[src/rtl/tomasulo_core_if.sv]
// Fetch, instruction-memory programming and commit signals of tomasulo_core.
interface tomasulo_core_if #(
  parameter int DATA_W = 16
);
  logic              [3:0] pc;
  logic                    imem_we;
  logic              [3:0] imem_addr;
  logic             [15:0] imem_data;
  logic                    stall;
  logic                    commit_valid;
  logic              [3:0] commit_reg;
  logic       [DATA_W-1:0] commit_value;

  modport master (
    output pc, imem_we, imem_addr, imem_data,
    input  stall, commit_valid, commit_reg, commit_value
  );

  modport slave (
    input  pc, imem_we, imem_addr, imem_data,
    output stall, commit_valid, commit_reg, commit_value
  );
endinterface

[src/rtl/tomasulo_core.sv]
// Single-issue Tomasulo core: 8-entry ROB, 3 add + 3 mul reservation stations,
// one non-pipelined adder and multiplier sharing one CDB, in-order commit.
module tomasulo_core #(
  parameter int DATA_W  = 16,
  parameter int ADD_LAT = 2,
  parameter int MUL_LAT = 4
) (
  input  logic           clk1,
  input  logic           rst,
  tomasulo_core_if.slave bus
);
  localparam int NRS = 3;  // stations per unit: add at 0..2, mul at 3..5
  typedef logic [DATA_W-1:0] word_t;

  logic [15:0] imem [16];
  word_t       regbank [16];
  logic [3:0]  status [16];

  logic        rob_busy [8];
  logic        rob_ready [8];
  logic [3:0]  rob_dest [8];
  word_t       rob_value [8];
  logic [2:0]  head, tail;
  logic [3:0]  count;

  logic        rs_busy [2*NRS];
  logic        rs_sub [2*NRS];
  word_t       rs_vj [2*NRS];
  word_t       rs_vk [2*NRS];
  logic [3:0]  rs_qj [2*NRS];
  logic [3:0]  rs_qk [2*NRS];
  logic [3:0]  rs_tag [2*NRS];

  logic        fu_busy [2];
  logic [2:0]  fu_cnt [2];
  logic [3:0]  fu_tag [2];
  word_t       fu_res [2];
  logic [1:0]  fu_done, fu_grant;
  logic [1:0]  free_ok, rdy_ok;
  logic [2:0]  free_idx [2];
  logic [2:0]  rdy_idx [2];

  logic        cdb_valid;
  logic [3:0]  cdb_tag;
  logic [2:0]  cdb_idx;
  word_t       cdb_value;

  logic [15:0] instr;
  logic [3:0]  opc, rd;
  logic [3:0]  src [2];
  logic [3:0]  st_tag [2];
  logic [2:0]  st_idx [2];
  word_t       op_val [2];
  logic [3:0]  op_q [2];
  logic        is_add, is_mul, stall, do_issue, do_commit;
  logic [2:0]  issue_rs;
  logic [3:0]  new_tag, head_tag;

  assign instr  = imem[bus.pc];
  assign opc    = instr[15:12];
  assign rd     = instr[11:8];
  assign src[0] = instr[7:4];
  assign src[1] = instr[3:0];
  assign is_add = (opc == 4'd1) || (opc == 4'd2);
  assign is_mul = (opc == 4'd3);

  for (genvar gi = 0; gi < 2; gi++) begin : g_fu
    assign fu_done[gi] = fu_busy[gi] && (fu_cnt[gi] == 3'd0);
  end

  // Multiplier owns the CDB on a tie; the adder keeps its result for a later edge.
  assign fu_grant[1] = fu_done[1];
  assign fu_grant[0] = fu_done[0] && !fu_done[1];
  assign cdb_valid   = fu_done[0] || fu_done[1];
  assign cdb_tag     = fu_done[1] ? fu_tag[1] : fu_tag[0];
  assign cdb_value   = fu_done[1] ? fu_res[1] : fu_res[0];
  assign cdb_idx     = 3'(cdb_tag - 4'd1);

  always_comb begin
    for (int u = 0; u < 2; u++) begin
      free_ok[u]  = 1'b0;
      free_idx[u] = '0;
      rdy_ok[u]   = 1'b0;
      rdy_idx[u]  = '0;
      for (int i = NRS - 1; i >= 0; i--) begin
        if (!rs_busy[u*NRS+i]) begin
          free_ok[u]  = 1'b1;
          free_idx[u] = 3'(u*NRS+i);
        end
        if (rs_busy[u*NRS+i] && rs_qj[u*NRS+i] == 4'd0 && rs_qk[u*NRS+i] == 4'd0) begin
          rdy_ok[u]  = 1'b1;
          rdy_idx[u] = 3'(u*NRS+i);
        end
      end
    end
  end

  // Operand source priority: register bank, finished ROB entry, same-edge CDB, else wait on tag.
  for (genvar gi = 0; gi < 2; gi++) begin : g_opnd
    assign st_tag[gi] = status[src[gi]];
    assign st_idx[gi] = 3'(st_tag[gi] - 4'd1);
    always_comb begin
      op_val[gi] = '0;
      op_q[gi]   = 4'd0;
      if (st_tag[gi] == 4'd0)
        op_val[gi] = regbank[src[gi]];
      else if (rob_ready[st_idx[gi]])
        op_val[gi] = rob_value[st_idx[gi]];
      else if (cdb_valid && cdb_tag == st_tag[gi])
        op_val[gi] = cdb_value;
      else
        op_q[gi] = st_tag[gi];
    end
  end

  assign stall     = (is_add && (!free_ok[0] || count == 4'd8)) ||
                     (is_mul && (!free_ok[1] || count == 4'd8));
  assign bus.stall = stall;
  assign do_issue  = (is_add || is_mul) && !stall;
  assign issue_rs  = is_mul ? free_idx[1] : free_idx[0];
  assign new_tag   = {1'b0, tail} + 4'd1;
  assign head_tag  = {1'b0, head} + 4'd1;
  assign do_commit = rob_busy[head] && rob_ready[head];

  always_ff @(posedge clk1) begin
    if (bus.imem_we)
      imem[bus.imem_addr] <= bus.imem_data;
  end

  always_ff @(posedge clk1 or posedge rst) begin
    if (rst) begin
      for (int k = 0; k < 16; k++) begin
        regbank[k] <= word_t'(k);
        status[k]  <= '0;
      end
      for (int k = 0; k < 8; k++) begin
        rob_busy[k]  <= 1'b0;
        rob_ready[k] <= 1'b0;
        rob_dest[k]  <= '0;
        rob_value[k] <= '0;
      end
      for (int k = 0; k < 2*NRS; k++) begin
        rs_busy[k] <= 1'b0;
        rs_sub[k]  <= 1'b0;
        rs_vj[k]   <= '0;
        rs_vk[k]   <= '0;
        rs_qj[k]   <= '0;
        rs_qk[k]   <= '0;
        rs_tag[k]  <= '0;
      end
      for (int u = 0; u < 2; u++) begin
        fu_busy[u] <= 1'b0;
        fu_cnt[u]  <= '0;
        fu_tag[u]  <= '0;
        fu_res[u]  <= '0;
      end
      head             <= '0;
      tail             <= '0;
      count            <= '0;
      bus.commit_valid <= 1'b0;
      bus.commit_reg   <= '0;
      bus.commit_value <= '0;
    end else begin
      if (cdb_valid) begin
        rob_value[cdb_idx] <= cdb_value;
        rob_ready[cdb_idx] <= 1'b1;
        for (int i = 0; i < 2*NRS; i++) begin
          if (rs_busy[i] && rs_qj[i] == cdb_tag) begin
            rs_qj[i] <= '0;
            rs_vj[i] <= cdb_value;
          end
          if (rs_busy[i] && rs_qk[i] == cdb_tag) begin
            rs_qk[i] <= '0;
            rs_vk[i] <= cdb_value;
          end
        end
      end

      for (int u = 0; u < 2; u++) begin
        if (fu_busy[u]) begin
          if (fu_cnt[u] != 3'd0)
            fu_cnt[u] <= fu_cnt[u] - 3'd1;
          else if (fu_grant[u])
            fu_busy[u] <= 1'b0;
        end else if (rdy_ok[u]) begin
          fu_busy[u]          <= 1'b1;
          fu_tag[u]           <= rs_tag[rdy_idx[u]];
          rs_busy[rdy_idx[u]] <= 1'b0;
          if (u == 0) begin
            fu_cnt[u] <= 3'(ADD_LAT - 1);
            fu_res[u] <= rs_sub[rdy_idx[u]] ? rs_vj[rdy_idx[u]] - rs_vk[rdy_idx[u]]
                                            : rs_vj[rdy_idx[u]] + rs_vk[rdy_idx[u]];
          end else begin
            fu_cnt[u] <= 3'(MUL_LAT - 1);
            fu_res[u] <= rs_vj[rdy_idx[u]] * rs_vk[rdy_idx[u]];
          end
        end
      end

      bus.commit_valid <= do_commit;
      if (do_commit) begin
        regbank[rob_dest[head]] <= rob_value[head];
        rob_busy[head]          <= 1'b0;
        rob_ready[head]         <= 1'b0;
        if (status[rob_dest[head]] == head_tag)
          status[rob_dest[head]] <= '0;
        head             <= head + 3'd1;
        bus.commit_reg   <= rob_dest[head];
        bus.commit_value <= rob_value[head];
      end

      // Issue is applied after commit so a newer rename of the same register wins.
      if (do_issue) begin
        rob_busy[tail]    <= 1'b1;
        rob_ready[tail]   <= 1'b0;
        rob_dest[tail]    <= rd;
        status[rd]        <= new_tag;
        tail              <= tail + 3'd1;
        rs_busy[issue_rs] <= 1'b1;
        rs_sub[issue_rs]  <= (opc == 4'd2);
        rs_vj[issue_rs]   <= op_val[0];
        rs_qj[issue_rs]   <= op_q[0];
        rs_vk[issue_rs]   <= op_val[1];
        rs_qk[issue_rs]   <= op_q[1];
        rs_tag[issue_rs]  <= new_tag;
      end

      count <= count + {3'b000, do_issue} - {3'b000, do_commit};
    end
  end
endmodule

[src/flat_wrapper.sv]
// flat-port wrapper written by rule: the top's interface ports become plain ports
module tomasulo_core_flat 
#(
  parameter int DATA_W  = 16,
  parameter int ADD_LAT = 2,
  parameter int MUL_LAT = 4
)
  (clk1, rst, bus_pc, bus_imem_we, bus_imem_addr, bus_imem_data, bus_stall, bus_commit_valid, bus_commit_reg, bus_commit_value);
  tomasulo_core_if #(.DATA_W(DATA_W)) bus_i ();
  input  logic clk1;
  input  logic rst;
  input wire logic [$bits(bus_i.pc)-1:0] bus_pc;
  input wire logic [$bits(bus_i.imem_we)-1:0] bus_imem_we;
  input wire logic [$bits(bus_i.imem_addr)-1:0] bus_imem_addr;
  input wire logic [$bits(bus_i.imem_data)-1:0] bus_imem_data;
  output wire logic [$bits(bus_i.stall)-1:0] bus_stall;
  output wire logic [$bits(bus_i.commit_valid)-1:0] bus_commit_valid;
  output wire logic [$bits(bus_i.commit_reg)-1:0] bus_commit_reg;
  output wire logic [$bits(bus_i.commit_value)-1:0] bus_commit_value;
  assign bus_i.pc = bus_pc;
  assign bus_i.imem_we = bus_imem_we;
  assign bus_i.imem_addr = bus_imem_addr;
  assign bus_i.imem_data = bus_imem_data;
  assign bus_stall = bus_i.stall;
  assign bus_commit_valid = bus_i.commit_valid;
  assign bus_commit_reg = bus_i.commit_reg;
  assign bus_commit_value = bus_i.commit_value;
  tomasulo_core #(.DATA_W(DATA_W), .ADD_LAT(ADD_LAT), .MUL_LAT(MUL_LAT)) u_core (.clk1(clk1), .rst(rst), .bus(bus_i));
endmodule
[config.mk]
export PLATFORM = sky130hd
export DESIGN_NAME = tomasulo_core_flat
export DESIGN_NICKNAME = d
export VERILOG_FILES = /design/src/rtl/tomasulo_core_if.sv /design/src/rtl/tomasulo_core.sv /design/src/flat_wrapper.sv
export SDC_FILE = /design/constraint.sdc
export NUM_CORES = 2
export LEC_CHECK = 0
export ABC_AREA = 1
export CELL_PAD_IN_SITES_DETAIL_PLACEMENT = 0
export CELL_PAD_IN_SITES_GLOBAL_PLACEMENT = 1
export CORE_UTILIZATION = 35
export CTS_BUF_LIST = sky130_fd_sc_hd__clkbuf_16
export CTS_CLUSTER_DIAMETER = 120
export DETAILED_ROUTE_END_ITERATION = 8
export GPL_TIMING_DRIVEN = 0
export PLACE_DENSITY_LB_ADDON = 0.1
export SYNTH_ARGS = -nofsm -noshare
export SYNTH_HDL_FRONTEND = slang
export SYNTH_SLANG_ARGS = --single-unit
[constraint.sdc]
create_clock -name clk1 -period 28.7 [get_ports clk1]
set_input_delay 2.87 -clock clk1 [delete_from_list [all_inputs] [get_ports clk1]]
set_output_delay 2.87 -clock clk1 [all_outputs]
set_load 0.02 [all_outputs]
==> results.txt <==
FP Rows = 158
Worst-skew pair later-pin latency = 0.82 ns
Hpwl dp = 246000 µm
GRT overflow = 0
Number of buffers and inverters on the critical path = 10
CP Launch Type = flop
Die Wd = 434 µm
Clock Tree Buf Depth = 3
Post-CTS sizing = 0
Worst setup EP type = flop
Via count = 62800
Top Layer Used = met5
DR WL/cell = 29.3 µm
Fmax = 0.102 GHz
Max-Cap Viols = 4
Layout Nets = 8628
DIE AREA = 189000 µm²
Hold Fails Final Rpt = 0
Tcrit/Tclk final = 0.343
Sequential-to-total area share from yosys stat = 0.442
First-pass GRT wire length = 449000 µm
H-tree Lvls = 4
Chip height = 434 µm
TritonCTS Buffers = 138
CTS Hold Buffers Added = 0
Drt drc = 0
Vias/cell = 5.68
CP delay by family, top = adder cells
Worst R2R Setup Slack = 18.87 ns
Syn. warnings = 0
Total GRT Usage = 0.337
Shortest period the worst path allows = 9.83 ns
Most used flip-flop cell after synthesis = dfrtp_1
Most frequent cell on the critical path = inv_1
Final setup viols = 0
Initial DRC count = 7395
Number of global-route vias before repair = 58100
Initial core utilization = 0.352
Core ar. = 186000 µm²
CTS tree = done
Max-slew violation count = 17
Post-Syn Area = 65400 µm²
Worst slew pin tran = 1.58 ns
Status = complete, but fails checks
Syn_area_per_cell = 7.96 µm²
CTS Root Cell = clkbuf_16
Layout cells sized above 1 = 0.0969
Largest regs = u_core.imem (256), u_core.regbank (256), u_core.rob_value (128)
Yosys cell types = 60
Mapped Cells = 8220
Largest stage delay on the critical path = 0.82 ns
Synthesis-to-layout area growth = 13.2%
Placer Congestion = 0.995
Post-synth EDFFs = 256
Met2 WL = 134000 µm
Max transition margin = -0.0652
Wl on met1 = 146000 µm
Fraction of registers with async set/reset = 0.768
Syn Nets = 8408
CP arrival = 10.50 ns
Req. time, crit path = 29.37 ns
Violated checks = max-capacitance violations, max-slew violations
Clock Sinks = 1104
Reg clk slew, reported paths = 0.05 ns
Critical path's slowest cell = a21oi_1
Met3 WL = 28900 µm
CP max FO = 10
Core Util, Final = 0.399
Largest net degree at the start of global routing = 116
I/O Pins = 49
Critical path class = reg2reg
Post-CTS setup buffer count = 0
DRT Pass-1 Iters = 6
DRT Wirelength = 323000 µm
Routed Antenna Nets = 0
Port-buffer cells = 45
Hold Path Class = reg2reg
Clk_skew = 0.0349 ns
Register bit total from synthesis = 1104
Worst Hold Slack = 0.477 ns
Antenna violations before repair = 28
Setup repair after global routing missed its margin = false
[path summary, 6_finish.rpt]
kind,startpoint,endpoint,cells past startpoint
max in group asynchronous,rst,u_core.regbank[224],6
min in group asynchronous,rst,u_core.rob_value[116],2
max,u_core.rs_busy[1],u_core.fu_res[15],35
min reg2reg,u_core.rob_dest[0],u_core.rob_dest[0],2
max reg2reg,u_core.rs_busy[1],u_core.fu_res[15],35
min,u_core.rob_dest[0],u_core.rob_dest[0],2
[cells in the mapped netlist, types with 12 or more instances]
master | n | share of area
inv_1 | 793 | 0.045
ha_1 | 79 | 0.015
nand2_2 | 18 | 0.0017
nand3_2 | 64 | 0.0098
o21ai_1 | 48 | 0.0037
fa_1 | 82 | 0.025
dfstp_2 | 32 | 0.013
buf_4 | 41 | 0.0047
xnor2_1 | 22 | 0.0029
o221ai_1 | 88 | 0.012
buf_2 | 118 | 0.0090
o22ai_1 | 122 | 0.012
nor3_1 | 21 | 0.0016
a22oi_1 | 21 | 0.0024
mux2_1 | 40 | 0.0069
nand2_1 | 2140 | 0.12
inv_2 | 29 | 0.0017
a21oi_1 | 142 | 0.011
nand3_1 | 849 | 0.065
or2_2 | 21 | 0.0020
o211ai_1 | 249 | 0.029
nor2_2 | 18 | 0.0017
o21ai_0 | 837 | 0.064
nand4_1 | 23 | 0.0022
buf_6 | 22 | 0.0038
edfxtp_1 | 256 | 0.12
mux2_2 | 152 | 0.026
xor2_1 | 40 | 0.0054
clkbuf_1 | 317 | 0.018
nor2_1 | 564 | 0.032
dfrtp_1 | 816 | 0.31
buf_1 | 25 | 0.0014
o221ai_2 | 19 | 0.0044
a211oi_1 | 12 | 0.0014
[placed cells by master, fill, tap and decap left out, types with 21 or more instances in the layout]
master           instances
nand2_1               2140
nand3_1                849
inv_1                  825
o21ai_0                823
dfrtp_1                816
nor2_1                 546
clkbuf_1               315
edfxtp_1               256
o211ai_1               249
mux2_2                 152
a21oi_1                142
clkbuf_16              141
o22ai_1                122
buf_2                  118
o221ai_1                88
fa_1                    82
ha_1                    79
nand3_2                 64
o21ai_1                 62
buf_4                   46
clkdlybuf4s50_1         45
mux2_1                  40
xor2_1                  40
nor2_2                  32
clkinv_1                32
dfstp_2                 32
buf_6                   31
inv_2                   29
clkinv_2                26
buf_1                   25
nand4_1                 23
xnor2_1                 22
or2_2                   21
nor3_1                  21
a22oi_1                 21
[routing by layer]
layer | global-route usage | vias to the layer above
li1 | - | 27800
met1 | 0.489 | 31300
met2 | 0.483 | 3053
met3 | 0.0711 | 548
met4 | 0.136 | 16
met5 | 0 | -
[worst min-delay path: cells and delay by family (launching register included)]
kind	cells	cell delay [ns]
AO/OA/AOI/OAI	1	0.06
flip-flops	1	0.33
AND/OR/NAND/NOR	1	0.05
[logic make-up (layout without fill, tap and decap cells)]
logic type               Yosys count  after routing  synth area share
adder cells (fa/ha/maj)          161            161            0.0402
flip-flops                      1104           1104             0.442
other                              0             10                 0
AO/OA/AOI/OAI                   1570           1570             0.143
AND/OR/NAND/NOR                 3768           3768             0.247
buffers and inverters           1363           1695            0.0856
XOR/XNOR                          62             62           0.00830
multiplexers                     192            192            0.0330
[stage by stage]
step | cell area, µm² | std cells | setup WS, ns | setup TNS [ns]
6_report | 74100 | 11000 | 18.87 | 0
5_1_grt | 74000 | 11000 | 18.38 | 0
4_1_cts | 74000 | 11000 | 18.91 | 0
3_5_place_dp | 69600 | 10800 | 19.00 | 0
3_3_place_gp | 69000 | 10700 | -11.07 | -8833.70
2_1_floorplan | 65400 | 8220 | 2.06 | 0
[cell type report]
cell class                 instances  area [µm²]
antenna                           10        25.0
buffer                           523        2430
clock buffer                     141        3530
clock inverter                   111         913
fill                           19200      112000
inverter                         840        3180
multi-input combinational       5753       30900
sequential                      1104       28900
tap                             2480        3100
timing repair buffer              80        1000
Power is not shown: default switching activity piles up to over one toggle a cycle in this logic, so the estimate is an artifact.
